[src/rtl/return_stack_pkg.sv]
`default_nettype none
// ============================================================================
//  Module      : return_stack_pkg
//  Description : Shared definitions for the return-address stack: entry-kind
//                tags, default PC/flag widths matching the core, and the
//                packed entry width helper.
//                Entry layout (MSB..LSB): {kind, flags, adr}
//  Revision    : 1.0 - initial release
// ============================================================================
package return_stack_pkg;

    // Entry-kind tag values
    localparam logic c_kind_call = 1'b0;
    localparam logic c_kind_isr  = 1'b1;

    // Default widths matching the core program counter and NZCV flags
    localparam int c_def_addr_width = 12;
    localparam int c_def_flag_width = 4;

    // Width of one packed stack entry {kind, flags, adr}
    function automatic int entry_width(input int addr_width, input int flag_width);
        return 1 + flag_width + addr_width;
    endfunction

endpackage : return_stack_pkg
`default_nettype wire

[src/rtl/return_stack_mem.sv]
`default_nettype none
// ============================================================================
//  Module      : return_stack_mem
//  Description : DEPTH x WIDTH register file backing the return stack.
//                One synchronous write port, one asynchronous read port.
//                Contents are not reset; validity is tracked by the owner.
//  Ports       : clk      - system clock
//                i_we     - write enable
//                i_waddr  - write address
//                i_wdata  - write data
//                i_raddr  - read address
//                o_rdata  - read data (combinational)
//  Revision    : 1.0 - initial release
// ============================================================================
module return_stack_mem #(
    parameter int DEPTH = 16,
    parameter int WIDTH = 17
) (
    input  logic                     clk,
    input  logic                     i_we,
    input  logic [$clog2(DEPTH)-1:0] i_waddr,
    input  logic [WIDTH-1:0]         i_wdata,
    input  logic [$clog2(DEPTH)-1:0] i_raddr,
    output logic [WIDTH-1:0]         o_rdata
);

    logic [WIDTH-1:0] r_mem [DEPTH];

    always_ff @(posedge clk) begin
        if (i_we) begin
            r_mem[i_waddr] <= i_wdata;
        end
    end

    assign o_rdata = r_mem[i_raddr];

endmodule : return_stack_mem
`default_nettype wire

[src/rtl/return_stack.sv]
`default_nettype none
// ============================================================================
//  Module      : return_stack
//  Description : Parametrised return-address stack for the pipelined core.
//                Holds subroutine (CALL) and interrupt (ISR) return contexts
//                in a circular buffer, with an optional wrap-on-overflow
//                policy and sticky overflow/underflow/kind-mismatch flags.
//  Ports       : clock, reset            - clock, synchronous active-high reset
//                stall                   - suppresses all push/pop requests
//                push_call, push_isr     - push strobes (ISR wins if both)
//                pop_rts, pop_rti        - pop strobes (RTI wins if both)
//                push_adr, push_flags    - context to save
//                clear_err               - clears sticky error flags
//                top_adr/flags/is_isr    - top entry view (0 when empty)
//                count, empty, full      - occupancy
//                overflow, underflow,
//                kind_err                - sticky error flags
//  Revision    : 1.0 - initial release
// ============================================================================
module return_stack
    import return_stack_pkg::*;
#(
    parameter int ADDR_WIDTH = c_def_addr_width,
    parameter int DEPTH      = 16,
    parameter int FLAG_WIDTH = c_def_flag_width,
    parameter int WRAP_MODE  = 0
) (
    input  logic                     clock,
    input  logic                     reset,
    input  logic                     stall,
    input  logic                     push_call,
    input  logic                     push_isr,
    input  logic                     pop_rts,
    input  logic                     pop_rti,
    input  logic [ADDR_WIDTH-1:0]    push_adr,
    input  logic [FLAG_WIDTH-1:0]    push_flags,
    input  logic                     clear_err,
    output logic [ADDR_WIDTH-1:0]    top_adr,
    output logic [FLAG_WIDTH-1:0]    top_flags,
    output logic                     top_is_isr,
    output logic [$clog2(DEPTH):0]   count,
    output logic                     empty,
    output logic                     full,
    output logic                     overflow,
    output logic                     underflow,
    output logic                     kind_err
);

    localparam int PW = $clog2(DEPTH);
    localparam int CW = PW + 1;
    localparam int EW = entry_width(ADDR_WIDTH, FLAG_WIDTH);

    localparam logic [CW-1:0] c_full_count = CW'(DEPTH);

    // ------------------------------------------------------------------
    // Registered state
    // ------------------------------------------------------------------
    logic [PW-1:0] r_wp;
    logic [CW-1:0] r_count;
    logic          r_overflow;
    logic          r_underflow;
    logic          r_kind_err;

    // ------------------------------------------------------------------
    // Combinational signals
    // ------------------------------------------------------------------
    logic [PW-1:0]         w_top_ptr;
    logic [EW-1:0]         w_rd_entry;
    logic [EW-1:0]         w_wr_entry;
    logic [PW-1:0]         w_waddr;
    logic                  w_we;
    logic                  w_empty;
    logic                  w_full;
    logic                  w_push;
    logic                  w_pop;
    logic                  w_push_kind;
    logic                  w_pop_kind;
    logic                  w_top_kind;
    logic                  w_wrap_write;
    logic [FLAG_WIDTH-1:0] w_push_flags;
    logic [PW-1:0]         w_wp_nxt;
    logic [CW-1:0]         w_count_nxt;
    logic                  w_set_ovf;
    logic                  w_set_unf;
    logic                  w_set_kerr;

    // Overflow policy: whether a push into a full stack still writes
    generate
        if (WRAP_MODE != 0) begin : g_wrap
            assign w_wrap_write = 1'b1;
        end else begin : g_refuse
            assign w_wrap_write = 1'b0;
        end
    endgenerate

    // Top entry sits one below the write pointer; PW-bit arithmetic wraps
    assign w_top_ptr = r_wp - PW'(1);
    assign w_empty   = (r_count == '0);
    assign w_full    = (r_count == c_full_count);

    assign w_push      = ~stall & (push_call | push_isr);
    assign w_pop       = ~stall & (pop_rts | pop_rti);
    assign w_push_kind = push_isr ? c_kind_isr : c_kind_call;
    assign w_pop_kind  = pop_rti ? c_kind_isr : c_kind_call;
    assign w_top_kind  = w_rd_entry[EW-1];

    // Subroutine entries never carry flags
    assign w_push_flags = (w_push_kind == c_kind_isr) ? push_flags : '0;
    assign w_wr_entry   = {w_push_kind, w_push_flags, push_adr};

    // ------------------------------------------------------------------
    // Operation decode
    // ------------------------------------------------------------------
    always_comb begin
        w_we        = 1'b0;
        w_waddr     = r_wp;
        w_wp_nxt    = r_wp;
        w_count_nxt = r_count;
        w_set_ovf   = 1'b0;
        w_set_unf   = 1'b0;
        w_set_kerr  = 1'b0;

        if (w_push && w_pop) begin
            if (w_empty) begin
                // Nothing to pop; the push still lands as the only entry
                w_set_unf   = 1'b1;
                w_we        = 1'b1;
                w_wp_nxt    = r_wp + PW'(1);
                w_count_nxt = r_count + CW'(1);
            end else begin
                // Replace the top in place; occupancy unchanged, so never overflow
                w_we       = 1'b1;
                w_waddr    = w_top_ptr;
                w_set_kerr = (w_top_kind != w_pop_kind);
            end
        end else if (w_push) begin
            if (w_full) begin
                w_set_ovf = 1'b1;
                if (w_wrap_write) begin
                    // When full, wp addresses the oldest entry, which is overwritten
                    w_we     = 1'b1;
                    w_wp_nxt = r_wp + PW'(1);
                end
            end else begin
                w_we        = 1'b1;
                w_wp_nxt    = r_wp + PW'(1);
                w_count_nxt = r_count + CW'(1);
            end
        end else if (w_pop) begin
            if (w_empty) begin
                w_set_unf = 1'b1;
            end else begin
                w_wp_nxt    = w_top_ptr;
                w_count_nxt = r_count - CW'(1);
                w_set_kerr  = (w_top_kind != w_pop_kind);
            end
        end
    end

    // ------------------------------------------------------------------
    // State registers
    // ------------------------------------------------------------------
    always_ff @(posedge clock) begin
        if (reset) begin
            r_wp        <= '0;
            r_count     <= '0;
            r_overflow  <= 1'b0;
            r_underflow <= 1'b0;
            r_kind_err  <= 1'b0;
        end else begin
            r_wp        <= w_wp_nxt;
            r_count     <= w_count_nxt;
            // A new error in the same cycle as clear_err keeps the flag set
            r_overflow  <= w_set_ovf  | (r_overflow  & ~clear_err);
            r_underflow <= w_set_unf  | (r_underflow & ~clear_err);
            r_kind_err  <= w_set_kerr | (r_kind_err  & ~clear_err);
        end
    end

    // ------------------------------------------------------------------
    // Storage
    // ------------------------------------------------------------------
    return_stack_mem #(
        .DEPTH (DEPTH),
        .WIDTH (EW)
    ) u_mem (
        .clk     (clock),
        .i_we    (w_we & ~reset),
        .i_waddr (w_waddr),
        .i_wdata (w_wr_entry),
        .i_raddr (w_top_ptr),
        .o_rdata (w_rd_entry)
    );

    // ------------------------------------------------------------------
    // Outputs
    // ------------------------------------------------------------------
    assign top_adr    = w_empty ? '0 : w_rd_entry[ADDR_WIDTH-1:0];
    assign top_is_isr = w_empty ? 1'b0 : w_top_kind;
    assign top_flags  = (w_empty || (w_top_kind == c_kind_call)) ? '0
                      : w_rd_entry[ADDR_WIDTH+FLAG_WIDTH-1:ADDR_WIDTH];
    assign count      = r_count;
    assign empty      = w_empty;
    assign full       = w_full;
    assign overflow   = r_overflow;
    assign underflow  = r_underflow;
    assign kind_err   = r_kind_err;

endmodule : return_stack
`default_nettype wire

[config.mk]
export PLATFORM = sky130hd
export DESIGN_NAME = return_stack
export DESIGN_NICKNAME = d
export VERILOG_FILES = /design/src/rtl/return_stack_pkg.sv /design/src/rtl/return_stack_mem.sv /design/src/rtl/return_stack.sv
export SDC_FILE = /design/constraint.sdc
export NUM_CORES = 1
export LEC_CHECK = 0
export CORE_ASPECT_RATIO = 0.9
export CORE_MARGIN = 5
export CORE_UTILIZATION = 50
export CTS_CLUSTER_DIAMETER = 80
export DETAILED_ROUTE_END_ITERATION = 6
export GPL_ROUTABILITY_DRIVEN = 1
export GPL_TIMING_DRIVEN = 1
export PLACE_DENSITY_LB_ADDON = 0.3
export SKIP_LAST_GASP = 1
export SLEW_MARGIN = 5
export SYNTH_ARGS = -nofsm -noshare
export SYNTH_HDL_FRONTEND = slang
export SYNTH_SLANG_ARGS = --single-unit
[constraint.sdc]
create_clock -name clock -period 4.6 [get_ports clock]
set_clock_uncertainty 0.05 [all_clocks]
set_input_delay 0.46 -clock clock [delete_from_list [all_inputs] [get_ports clock]]
set_output_delay 0.46 -clock clock [all_outputs]
set_load 0.02 [all_outputs]
==> impl_metrics.sql <==
INSERT INTO impl_metrics (metric_group, metric, value, unit) VALUES
('detailed_routing', 'detail_route.vias_per_cell', '5.968', ''),
('clock_network', 'cts_root_buffer', 'clkbuf_16', ''),
('critical_path', 'critPathLaunchType', 'register', ''),
('status', 'outcome', 'finished clean', ''),
('sta', 'max_slew_margin', '46.86', '%'),
('critical_path', 'rrSetupSlack', '0.92', 'ns'),
('final_layout', 'register_area', '0.008412', 'mm2'),
('hold_path', 'worst_hold_path.endpoint', 'overflow$_SDFF_PP0_', ''),
('critical_path', 'setup.worst_path.end_class', 'primary output', ''),
('detailed_routing', 'drc_errors', '0', ''),
('critical_path', 'critical_path.reg2reg.startpoint', 'count[0]$_SDFFE_PP0P_', ''),
('clock_network', 'clk_pin_slew', '0.06', 'ns'),
('critical_path', 'path_class', 'reg2out', ''),
('sta', 'setup_repair_after_global_routing_missed_its_margin', 'no', ''),
('detailed_routing', 'wl_per_cell', '24.86', 'um'),
('logic_synthesis', 'synth-main-ff-cell', 'edfxtp_1', ''),
('sta', 'worst_max_slew_pin_slew', '0.7959', 'ns'),
('global_routing', 'first_global_vias', '6072', ''),
('floorplan', 'die_area', '0.02588', 'mm2'),
('power', 'ir_drop', '0.0003438', 'V'),
('logic_synthesis', 'synth_async_sr_flop_share', '0', '%'),
('logic_synthesis', 'synth.top_cell.area_share', '71.79', '%'),
('sta', 'setup-violations-final', '0', ''),
('placement', 'hpwl', '14140', 'um'),
('placement', 'routabilityCongestion', '0.7874', ''),
('final_layout', 'nFillCells', '1615', ''),
('final_layout', 'syn_to_final_growth', '16.94', '%'),
('hold_path', 'depth_of_the_worst_hold_timing_path', '2', ''),
('final_layout', 'post-route-cell-area', '0.01330', 'mm2'),
('final_layout', 'post_route_cells_drive_above_1_share', '24.85', '%'),
('sta', 'final.setup.tns', '0', 'ns'),
('critical_path', 'cp_data_required_time', '4.09', 'ns'),
('global_routing', 'grt_max_degree', '77', ''),
('global_routing', 'grt_antenna_before_repair', '0', ''),
('sta', 'timing.fmax', '0.2329', 'GHz'),
('power', 'p_clk_share', '30.4', '%'),
('logic_synthesis', 'summed_instance_area_of_the_synthesized_netlist', '0.01138', 'mm2'),
('power', 'power.share.sequential', '39.7', '%'),
('critical_path', 'rr_endpoint', 'u_mem.r_mem[1][13]$_DFFE_PP_', ''),
('clock_network', 'cts_sinks', '284', ''),
('logic_synthesis', 'post_synthesis_instance_total', '566', ''),
('logic_synthesis', 'ys_types', '49', ''),
('final_layout', 'final-instance-count-excl-fill', '961', ''),
('job', 'maxCapViolCount', '0', ''),
('sta', 'timing.final.max_slew_violations', '0', ''),
('power', 'internal_power', '5.249', 'mW'),
('power', 'p_per_area', '564.6', 'mW/mm2'),
('power', 'netSwitchingPower', '2.262', 'mW'),
('placement', 'detailed_place.area', '0.01238', 'mm2'),
('logic_synthesis', 'synthesis.yosys.warnings', '0', ''),
('sta', 'finalWorstPathRequiredPeriod', '4.293', 'ns'),
('critical_path', 'worstPathMaxFanout', '18', ''),
('logic_synthesis', 'synth.largest_area_cell', 'edfxtp_1', ''),
('power', 'combinationalPowerShare', '29.9', '%'),
('global_routing', 'global_route.usage.total', '18.71', '%'),
('logic_synthesis', 'post_synth_most_frequent_cells', 'edfxtp_1 (272), mux4_2 (68), a211oi_1 (32)', ''),
('clock_network', 'cts_tree', 'done', ''),
('clock_network', 'cts_inserted_buffers', '28', ''),
('logic_synthesis', 'synth_seq_area_share', '73.90', '%'),
('floorplan', 'placeableCoreArea', '0.02245', 'mm2'),
('floorplan', 'floorplan.initialDensity', '50.69', '%'),
('critical_path', 'r2r_cells', '9', ''),
('placement', 'numPortBuffers', '50', ''),
('hold_path', 'worst_hold_path_type', 'reg2reg', ''),
('final_layout', 'multiInputGateArea', '0.002843', 'mm2'),
('logic_synthesis', 'synth.most_common_cell', 'edfxtp_1', ''),
('power', 'switching_share', '30.12', '%'),
('clock_network', 'clock_tree.htree_level_count', '1', ''),
('detailed_routing', 'drt.antenna.violating_nets', '0', ''),
('logic_synthesis', 'register_bit_count_reported_by_yosys', '284', ''),
('hold_path', 'hp-start', 'overflow$_SDFF_PP0_', '');
==> cells by family after synthesis <==
| family | synth area share [%] |
|---|---|
| fa+ha+maj | 0.5499 |
| compound gates | 3.948 |
| mux | 15.19 |
| simple gates | 3.926 |
| flops | 73.90 |
| xor+xnor | 0.8359 |
| buf+inv | 1.650 |
==> cells in the final DEF, fill, tap and decap left out, types with 6 or more instances in the layout <==
master and n:
a211oi_1 32, mux4_2 68, nor2_2 16, xnor2_1 6
nor3_1 6, clkinv_1 8, a21oi_1 9, mux2i_1 17
clkbuf_16 28, inv_1 6, edfxtp_1 272, clkdlybuf4s50_1 50
nor2_1 8, nor2b_1 17, buf_4 27, dfxtp_1 11
nand3_1 9
==> worst max-delay path, cell delays in order (launching register included) <==
cell and delay (ns):
dfxtp_1 0.49, inv_1 0.11, ha_2 0.24, xor2_4 0.66, mux4_2 0.42, nand2_1 0.20
a211oi_1 0.42, clkdlybuf4s50_1 0.69
==> sequential cells by signal, indices dropped and copies added, names as in the netlist <==
signal and cells:
kind_err 1, underflow 1, u_mem.r_mem 272, r_wp 4, overflow 1, count 5
==> how the worst max path moves through the flow <==
stage / from / to / slack, ns
2_1_floorplan: r_wp[0]$_SDFFE_PP0P_ / u_mem.r_mem[12][0]$_DFFE_PP_ / 0.77
3_3_place_gp: r_wp[1]$_SDFFE_PP0P_ / top_flags[0] / 0.93
3_5_place_dp: r_wp[1]$_SDFFE_PP0P_ / top_adr[4] / 0.89
4_1_cts: r_wp[1]$_SDFFE_PP0P_ / top_adr[4] / 0.31
5_1_grt: r_wp[1]$_SDFFE_PP0P_ / top_flags[0] / 0.21
6_report: r_wp[1]$_SDFFE_PP0P_ / top_flags[0] / 0.31
==> area by class of cell <==
type / count / share of cell area, %
Clock buffer: 28 / 5.267
Clock inverter: 22 / 1.712
Inverter: 7 / 0.1975
Multi-Input combinational cell: 245 / 21.37
Sequential cell: 284 / 63.23
Tap cell: 297 / 2.793
Timing Repair Buffer: 78 / 5.436
==> layer usage <==
metal | share of wire [%] | global-route usage (%)
met1 | 43 | 27.50
met2 | 49 | 29.82
met3 | 4.7 | 2.376
met4 | 2.9 | 5.711
met5 | 0 | 0
==> power by group through the flow <==
stage | Combinational (mW) | Clock, mW | Sequential [mW]
after floorplan | 1.47 | 0 | 3.03
after global placement | 2.23 | 0 | 3.03
after detailed placement | 2.26 | 0 | 3.04
after CTS | 2.27 | 2.32 | 2.98
after global routing | 2.40 | 2.43 | 2.99
final | 2.24 | 2.29 | 2.98
==> per-stage QoR <==
stage / utilization (%) / power, mW / worst slack [ns] / hold slack (ns)
after floorplan: - / 4.497 / 0.7738 / 0.4791
after global placement: 55.13 / 5.258 / 0.9270 / 0.4388
after detailed placement: 55.13 / 5.299 / 0.8862 / 0.4526
after CTS: 59.27 / 7.576 / 0.3113 / 0.4668
after global routing: 59.27 / 7.826 / 0.2090 / 0.4790
final: 59.27 / 7.511 / 0.3068 / 0.4698
No activity file was read; power rests on OpenSTA's default activity.
